$ cat config.mk
export PLATFORM = sky130hd
export DESIGN_NAME = mem_stage_flat
export DESIGN_NICKNAME = d
export VERILOG_FILES = /design/src/rtl/mem_stage_pkg.sv /design/src/rtl/mem_stage_if.sv /design/src/rtl/mem_stage_align.sv /design/src/rtl/mem_stage.sv /design/src/flat_wrapper.sv
export SDC_FILE = /design/constraint.sdc
export NUM_CORES = 1
export LEC_CHECK = 0
export BUFFER_PORTS_ARGS = -buffer_cell sky130_fd_sc_hd__buf_2
export CORE_AREA = 2 2 116 118
export CTS_CLUSTER_DIAMETER = 80
export CTS_CLUSTER_SIZE = 25
export DETAILED_ROUTE_END_ITERATION = 12
export DIE_AREA = 0 0 118 120
export PLACE_DENSITY = 0.78
export REMOVE_ABC_BUFFERS = 1
export SKIP_CTS_REPAIR_TIMING = 1
export SYNTH_ARGS = -nofsm -noshare
export SYNTH_HDL_FRONTEND = slang
export SYNTH_HIERARCHICAL = 1
export SYNTH_SLANG_ARGS = --single-unit
$ cat constraint.sdc
create_clock -name clk -period 1.9 [get_ports clk]
set_clock_uncertainty 0.2 [all_clocks]
set_input_delay 0.285 -clock clk [delete_from_list [all_inputs] [get_ports clk]]
set_output_delay 0.285 -clock clk [all_outputs]
set_load 0.03 [all_outputs]
$ cat src/rtl/mem_stage_pkg.sv
// Shared types and constants for the MEM stage: access sizes, FSM states, bus and MEM/WB payloads.
package mem_pkg;

    localparam int unsigned DATA_W = 32;
    localparam int unsigned ADDR_W = 32;
    localparam int unsigned BE_W   = DATA_W / 8;
    localparam int unsigned RD_W   = 5;

    localparam logic [1:0] SIZE_BYTE = 2'b00;
    localparam logic [1:0] SIZE_HALF = 2'b01;
    localparam logic [1:0] SIZE_WORD = 2'b10;

    localparam logic [BE_W-1:0] BE_WORD = 4'hF;

    typedef enum logic {
        IDLE,
        ACCESS
    } mem_state_t;

    typedef struct packed {
        logic              req;
        logic              we;
        logic [ADDR_W-1:0] addr;
        logic [DATA_W-1:0] wdata;
        logic [BE_W-1:0]   be;
    } dmem_req_t;

    typedef struct packed {
        logic              valid;
        logic [DATA_W-1:0] alu_result;
        logic [DATA_W-1:0] read_data;
        logic              mem_to_reg;
        logic              reg_write;
        logic [RD_W-1:0]   rd;
    } wb_t;

endpackage

$ cat src/rtl/mem_stage_if.sv
// Ready-handshaked data-memory bus between the MEM stage (master) and data memory (slave).
interface mem_stage_if;
    import mem_pkg::*;

    logic              req;
    logic              we;
    logic [ADDR_W-1:0] addr;
    logic [DATA_W-1:0] wdata;
    logic [BE_W-1:0]   be;
    logic              ready;
    logic [DATA_W-1:0] rdata;

    modport master (output req, we, addr, wdata, be, input ready, rdata);
    modport slave  (input req, we, addr, wdata, be, output ready, rdata);

endinterface

$ cat src/rtl/mem_stage_align.sv
// Sub-word lane logic: byte enables, store replication, load extract/extend, misalign detect.
// Present only when MEM_SUBWORD_EN is defined.
`ifdef MEM_SUBWORD_EN
module mem_align
    import mem_pkg::*;
(
    input  logic [1:0]        addr_lo_i,
    input  logic [1:0]        size_i,
    input  logic              unsigned_i,
    input  logic [DATA_W-1:0] store_data_i,
    input  logic [DATA_W-1:0] rdata_i,
    output logic [BE_W-1:0]   be_o,
    output logic [DATA_W-1:0] wdata_o,
    output logic [DATA_W-1:0] rdata_ext_o,
    output logic              misalign_o
);

    logic [7:0]  byte_lane;
    logic [15:0] half_lane;

    assign byte_lane = rdata_i[{addr_lo_i, 3'b000} +: 8];
    assign half_lane = rdata_i[{addr_lo_i[1], 4'b0000} +: 16];

    always_comb begin
        be_o        = BE_WORD;
        wdata_o     = store_data_i;
        rdata_ext_o = rdata_i;
        misalign_o  = 1'b0;
        case (size_i)
            SIZE_BYTE: begin
                be_o        = BE_W'(4'b0001 << addr_lo_i);
                wdata_o     = {4{store_data_i[7:0]}};
                rdata_ext_o = unsigned_i ? {24'b0, byte_lane} : {{24{byte_lane[7]}}, byte_lane};
            end
            SIZE_HALF: begin
                be_o        = BE_W'(4'b0011 << {addr_lo_i[1], 1'b0});
                wdata_o     = {2{store_data_i[15:0]}};
                rdata_ext_o = unsigned_i ? {16'b0, half_lane} : {{16{half_lane[15]}}, half_lane};
                misalign_o  = addr_lo_i[0];
            end
            default: misalign_o = (addr_lo_i != 2'b00);
        endcase
    end

endmodule
`endif

$ cat src/rtl/mem_stage.sv
// MEM stage + MEM/WB register: issues loads/stores on the dmem bus and stalls until ready.
// Sub-word (byte/half) access is enabled by defining MEM_SUBWORD_EN.
module mem_stage
    import mem_pkg::*;
(
    input  logic              clk,
    input  logic              reset,
    input  logic              ex_valid,
    input  logic [DATA_W-1:0] ex_alu_result,
    input  logic [DATA_W-1:0] ex_store_data,
    input  logic [RD_W-1:0]   ex_rd,
    input  logic              ex_reg_write,
    input  logic              ex_mem_read,
    input  logic              ex_mem_write,
    input  logic              ex_mem_to_reg,
    input  logic [1:0]        ex_size,
    input  logic              ex_unsigned,
    output logic              mem_stall,
    mem_stage_if.master       dmem,
    output logic              wb_valid,
    output logic [DATA_W-1:0] wb_alu_result,
    output logic [DATA_W-1:0] wb_read_data,
    output logic              wb_mem_to_reg,
    output logic              wb_reg_write,
    output logic [RD_W-1:0]   wb_rd,
    output logic [RD_W-1:0]   mem_fwd_rd,
    output logic              mem_fwd_en,
    output logic [DATA_W-1:0] mem_fwd_data
`ifdef MEM_SUBWORD_EN
   ,output logic              mem_misalign
`endif
);

    mem_state_t        state_q, state_d;
    dmem_req_t         dreq_q, dreq_d;
    wb_t               wb_q, wb_d;
    logic              misalign_q, misalign_d;
    logic [BE_W-1:0]   al_be;
    logic [DATA_W-1:0] al_wdata;
    logic [DATA_W-1:0] al_rdata;
    logic              al_misalign;
    logic              mem_op;
    logic              bus_op;
    logic              rd_nz;

`ifdef MEM_SUBWORD_EN
    mem_align u_align (
        .addr_lo_i    (ex_alu_result[1:0]),
        .size_i       (ex_size),
        .unsigned_i   (ex_unsigned),
        .store_data_i (ex_store_data),
        .rdata_i      (dmem.rdata),
        .be_o         (al_be),
        .wdata_o      (al_wdata),
        .rdata_ext_o  (al_rdata),
        .misalign_o   (al_misalign)
    );
    assign mem_misalign = misalign_q;
`else
    logic unused_cfg;
    assign unused_cfg  = ^{ex_size, ex_unsigned};
    assign al_be       = BE_WORD;
    assign al_wdata    = ex_store_data;
    assign al_rdata    = dmem.rdata;
    assign al_misalign = 1'b0;
`endif

    assign mem_op = ex_valid & (ex_mem_read | ex_mem_write);
    assign bus_op = mem_op & ~al_misalign;
    assign rd_nz  = (ex_rd != '0);

    // State register and registered bus / MEM/WB payloads
    always_ff @(posedge clk) begin
        if (reset) begin
            state_q    <= IDLE;
            dreq_q     <= '0;
            wb_q       <= '0;
            misalign_q <= 1'b0;
        end else begin
            state_q    <= state_d;
            dreq_q     <= dreq_d;
            wb_q       <= wb_d;
            misalign_q <= misalign_d;
        end
    end

    // Next-state logic
    always_comb begin
        state_d = state_q;
        case (state_q)
            IDLE:    if (bus_op) state_d = ACCESS;
            ACCESS:  if (dmem.ready) state_d = IDLE;
            default: state_d = IDLE;
        endcase
    end

    // Outputs: stall, next bus request, next MEM/WB contents (bubble unless something retires)
    always_comb begin
        dreq_d        = dreq_q;
        wb_d          = wb_q;
        wb_d.valid    = 1'b0;
        wb_d.reg_write = 1'b0;
        misalign_d    = 1'b0;
        mem_stall     = 1'b0;
        case (state_q)
            IDLE: begin
                if (bus_op) begin
                    mem_stall    = 1'b1;
                    dreq_d.req   = 1'b1;
                    dreq_d.we    = ex_mem_write;
                    dreq_d.addr  = {ex_alu_result[ADDR_W-1:2], 2'b00};
                    dreq_d.wdata = al_wdata;
                    dreq_d.be    = al_be;
                end else begin
                    dreq_d.req      = 1'b0;
                    wb_d.valid      = ex_valid;
                    wb_d.alu_result = ex_alu_result;
                    wb_d.rd         = ex_rd;
                    wb_d.mem_to_reg = ex_mem_to_reg;
                    wb_d.reg_write  = ex_valid & ex_reg_write & ~mem_op & rd_nz;
                    misalign_d      = mem_op & al_misalign;
                end
            end
            ACCESS: begin
                mem_stall = ~dmem.ready;
                if (dmem.ready) begin
                    dreq_d.req      = 1'b0;
                    wb_d.valid      = 1'b1;
                    wb_d.alu_result = ex_alu_result;
                    wb_d.rd         = ex_rd;
                    wb_d.mem_to_reg = ex_mem_to_reg;
                    wb_d.reg_write  = ex_reg_write & ~dreq_q.we & rd_nz;
                    if (!dreq_q.we) wb_d.read_data = al_rdata;
                end
            end
            default: ;
        endcase
    end

    assign dmem.req   = dreq_q.req;
    assign dmem.we    = dreq_q.we;
    assign dmem.addr  = dreq_q.addr;
    assign dmem.wdata = dreq_q.wdata;
    assign dmem.be    = dreq_q.be;

    assign wb_valid      = wb_q.valid;
    assign wb_alu_result = wb_q.alu_result;
    assign wb_read_data  = wb_q.read_data;
    assign wb_mem_to_reg = wb_q.mem_to_reg;
    assign wb_reg_write  = wb_q.reg_write;
    assign wb_rd         = wb_q.rd;

    // Forward tap never offers load data: loads are excluded from mem_fwd_en
    assign mem_fwd_rd   = ex_rd;
    assign mem_fwd_en   = ex_valid & ex_reg_write & ~ex_mem_read & rd_nz;
    assign mem_fwd_data = ex_alu_result;

endmodule

$ cat src/flat_wrapper.sv
// flat-port wrapper written by rule: the top's interface ports become plain ports
module mem_stage_flat import mem_pkg::*;
  (clk, reset, ex_valid, ex_alu_result, ex_store_data, ex_rd, ex_reg_write, ex_mem_read, ex_mem_write, ex_mem_to_reg, ex_size, ex_unsigned, mem_stall, wb_valid, wb_alu_result, wb_read_data, wb_mem_to_reg, wb_reg_write, wb_rd, mem_fwd_rd, mem_fwd_en, mem_fwd_data, dmem_req, dmem_we, dmem_addr, dmem_wdata, dmem_be, dmem_ready, dmem_rdata);
  mem_stage_if dmem_i ();
  input  logic clk;
  input  logic reset;
  input  logic ex_valid;
  input  logic [DATA_W-1:0] ex_alu_result;
  input  logic [DATA_W-1:0] ex_store_data;
  input  logic [RD_W-1:0] ex_rd;
  input  logic ex_reg_write;
  input  logic ex_mem_read;
  input  logic ex_mem_write;
  input  logic ex_mem_to_reg;
  input  logic [1:0] ex_size;
  input  logic ex_unsigned;
  output logic mem_stall;
  output logic wb_valid;
  output logic [DATA_W-1:0] wb_alu_result;
  output logic [DATA_W-1:0] wb_read_data;
  output logic wb_mem_to_reg;
  output logic wb_reg_write;
  output logic [RD_W-1:0] wb_rd;
  output logic [RD_W-1:0] mem_fwd_rd;
  output logic mem_fwd_en;
  output logic [DATA_W-1:0] mem_fwd_data;
  output wire logic [$bits(dmem_i.req)-1:0] dmem_req;
  output wire logic [$bits(dmem_i.we)-1:0] dmem_we;
  output wire logic [$bits(dmem_i.addr)-1:0] dmem_addr;
  output wire logic [$bits(dmem_i.wdata)-1:0] dmem_wdata;
  output wire logic [$bits(dmem_i.be)-1:0] dmem_be;
  input wire logic [$bits(dmem_i.ready)-1:0] dmem_ready;
  input wire logic [$bits(dmem_i.rdata)-1:0] dmem_rdata;
  assign dmem_req = dmem_i.req;
  assign dmem_we = dmem_i.we;
  assign dmem_addr = dmem_i.addr;
  assign dmem_wdata = dmem_i.wdata;
  assign dmem_be = dmem_i.be;
  assign dmem_i.ready = dmem_ready;
  assign dmem_i.rdata = dmem_rdata;
  mem_stage u_core (.clk(clk), .reset(reset), .ex_valid(ex_valid), .ex_alu_result(ex_alu_result), .ex_store_data(ex_store_data), .ex_rd(ex_rd), .ex_reg_write(ex_reg_write), .ex_mem_read(ex_mem_read), .ex_mem_write(ex_mem_write), .ex_mem_to_reg(ex_mem_to_reg), .ex_size(ex_size), .ex_unsigned(ex_unsigned), .mem_stall(mem_stall), .dmem(dmem_i), .wb_valid(wb_valid), .wb_alu_result(wb_alu_result), .wb_read_data(wb_read_data), .wb_mem_to_reg(wb_mem_to_reg), .wb_reg_write(wb_reg_write), .wb_rd(wb_rd), .mem_fwd_rd(mem_fwd_rd), .mem_fwd_en(mem_fwd_en), .mem_fwd_data(mem_fwd_data));
endmodule
==> impl_metrics.py <==
metrics = {
    "detailed_routing": {
        "drt.antenna.violating_nets": 0,
        "remaining_drc_errors": 0,
        "firstDrtPassIters": 6,
        "viasPerCell": 5.18,
        "dr.first_iter.drc_count": 585,
        "via_count": 6108,
        "post_drt_wl_per_cell_um": 16.6,
        "wl_um": 19600,
    },
    "timing": {
        "tns_ns": -0.0344,
        "finalCriticalPeriod_ns": 1.93,
        "whs_ns": 0.0711,
        "finalMaxSlewViolations": 0,
        "fin_crit_sh": 1.02,
        "max_freq_mhz": 517,
        "setup_slack_ns": -0.0344,
        "setup_viol": 1,
        "hold_viol_final": 0,
    },
    "cells_and_area": {
        "fillers": 992,
        "finalNonFillerCells": 1179,
        "antenna_cells": 0,
        "design_area_sq_mm": 0.00862,
        "postLayoutCoreUtil": 0.664,
        "drive_above_1_share": 0.344,
        "fin_nets": 1102,
        "syn_to_final_growth_pct": 51.3,
    },
    "grt": {
        "grt_pass1_vias": 5048,
        "grt_first_pass_wirelength_um": 25200,
        "grt_use_total": 0.223,
        "antenna_found_initial": 0,
        "grt_overflow_total": 0,
        "grt_max_degree": 65,
    },
    "worst_setup_path": {
        "path_cells": "buf_2 > or4_1 > o21ai_2 > nor3b_1 > buf_2",
        "crit_start": "ex_rd[4]",
        "r2r-start": "u_core/state_q$_SDFF_PP0_",
        "crit_path_max_incr_delay_ns": 0.58,
        "crit_top_cell": "buf_2",
        "crit_path_start_kind": "input pin",
        "path_class": "input pin to output port",
        "crit_slowest_cell": "or4_1",
        "worst_ep_arrival_time_ns": 1.45,
        "cp-end-kind": "output port",
        "cp.required_ns": 1.41,
        "path_max_fanout": 3,
    },
    "synthesis": {
        "ys_seq_area_frac": 0.485,
        "synth_edf_count": 0,
        "ys_ff_latch": 138,
        "ys_types": 28,
        "ys_warn_count": 6,
        "syn_avg_cell_area_sq_um": 8.66,
        "ys_top_cells_by_area": "dfxtp_1 48%, a21oi_1 8.6%, nand2b_1 8.5%",
        "async_flop_share": 0,
        "synth_area_sq_mm": 0.00570,
        "synth_flop_cell": "dfxtp_1",
        "syn_inst": 658,
        "yosys.area.top_type": "dfxtp_1",
        "yosysTopAreaCellShare": 0.485,
    },
    "pwr": {
        "p_sw_mw": 2.33,
        "p_per_area_mw_per_mm2": 909,
        "ir_drop_mv": 0.629,
        "p_leak_nw": 4.03,
        "power.clock.fraction": 0.391,
        "p_total_mw": 7.84,
        "seq_power_share": 0.403,
        "sw_frac_of_total": 0.298,
        "combPwrFrac": 0.206,
        "p_int_mw": 5.50,
    },
    "placed_design": {
        "dp_cells": 1040,
        "dpl-instance-area_sq_mm": 0.00700,
        "numPortBuffers": 287,
        "dp_hpwl_um": 10900,
        "gp_congestion": 0.768,
        "dp_slack_ns": -0.0555,
    },
    "clocking": {
        "clkTransAtPathRegs_ns": 0.06,
        "cts.path.max_buffers": 2,
        "cts.sinks": 138,
        "cts_tree": "built",
        "root_buffer": "clkbuf_16",
        "clk-insertion-delay-late_ns": 0.40,
        "cts_made_buffers": 17,
        "htreeDepth": 4,
    },
    "floorplan": {
        "rows": 42,
        "num_io_pins": 293,
        "fp.dieH_um": 120,
        "core_area_sq_mm": 0.0130,
        "start_util": 0.439,
        "die-area_sq_mm": 0.0142,
        "die_w_um": 118,
    },
    "run_status": {
        "failed_checks": "setup timing",
        "status": "finished, violations left",
    },
    "min_path": {
        "min_path_type": "input pin to flip-flop",
        "hp-start": "reset",
    },
    "run": {
        "maxCapViolations": 0,
    },
}
[cells in the mapped netlist, types with 2 or more instances]
cell type and instances:
buf_4 42, nand2b_1 77, nand3_1 62, nor2_1 2
a21oi_1 98, buf_1 3, o21ai_1 11, o21ai_0 53
clkbuf_1 23, buf_2 26, buf_6 4, mux2i_1 38
dfxtp_1 138, nand2_1 67
[routing by layer]
layer | wire [um] | share of wire | global-route usage
met5 | 0 | 0 | 0
met4 | 762 | 0.039 | 0.0791
met3 | 1640 | 0.084 | 0.0627
met2 | 9950 | 0.51 | 0.382
met1 | 7260 | 0.37 | 0.268
[cell usage in the layout (no fill, tap or decap), types with 2 or more instances in the layout]
| cell | Yosys | final |
|---|---|---|
| a21oi_1 | 98 | 98 |
| buf_12 | 0 | 8 |
| buf_2 | 26 | 286 |
| buf_4 | 42 | 13 |
| clkbuf_1 | 23 | 2 |
| clkbuf_16 | 0 | 17 |
| clkinv_2 | 0 | 6 |
| clkinvlp_4 | 0 | 3 |
| conb_1 | 1 | 2 |
| dfxtp_1 | 138 | 137 |
| dlygate4sd3_1 | 0 | 104 |
| mux2i_1 | 38 | 38 |
| nand2_1 | 67 | 67 |
| nand2b_1 | 77 | 76 |
| nand3_1 | 62 | 62 |
| nor2_1 | 2 | 2 |
| o21ai_0 | 53 | 52 |
| o21ai_1 | 11 | 11 |
[kinds of logic (layout without fill, tap and decap cells)]
family / after synthesis / count (layout) / synth area share
AOI/OAI and AO/OA: 164 / 164 / 0.146
buffers and inverters: 100 / 444 / 0.105
and+or+nand+nor: 217 / 217 / 0.197
DFF: 138 / 138 / 0.485
muxes: 38 / 38 / 0.0668
other: 1 / 2 / 0.000658
[worst max-delay path: cells and delay by family]
kind,cells,cell delay (ns)
AO/OA/AOI/OAI,1,0.21
buffers and inverters,2,0.29
AND/OR/NAND/NOR,2,0.66
[layout make-up]
type,count,area (sq um),share of cell area
clock inverter,12,100,0.0116
clock buffer,20,447,0.0518
inverter,1,3.75,0.000435
timing repair buffer,411,2730,0.317
tap,176,220,0.0255
multi-input combinational,421,2360,0.273
sequential,138,2760,0.321
[power by group through the flow]
stage          sequential [mW]  combinational, mW  clock, mW
2_1_floorplan             3.56              0.379          0
5_1_grt                   3.18               1.71       3.26
4_1_cts                   3.15               1.40       3.10
3_3_place_gp              3.20               1.39          0
6_report                  3.15               1.61       3.07
3_5_place_dp              3.21               1.40          0
[final timing paths]
check / to / slack, ns / depth (start not counted)
setup / recovery: mem_fwd_en / -0.03 / 5
hold / removal: u_core/dmem.addr[9]$_SDFFE_PP0P_ / 0.07 / 2
setup reg to reg: u_core/wb_rd[3]$_SDFFE_PP0P_ / 0.35 / 5
hold reg to reg: u_core/wb_read_data[25]$_SDFFE_PP0P_ / 0.25 / 2
No activity file was read; power rests on OpenSTA's default activity.
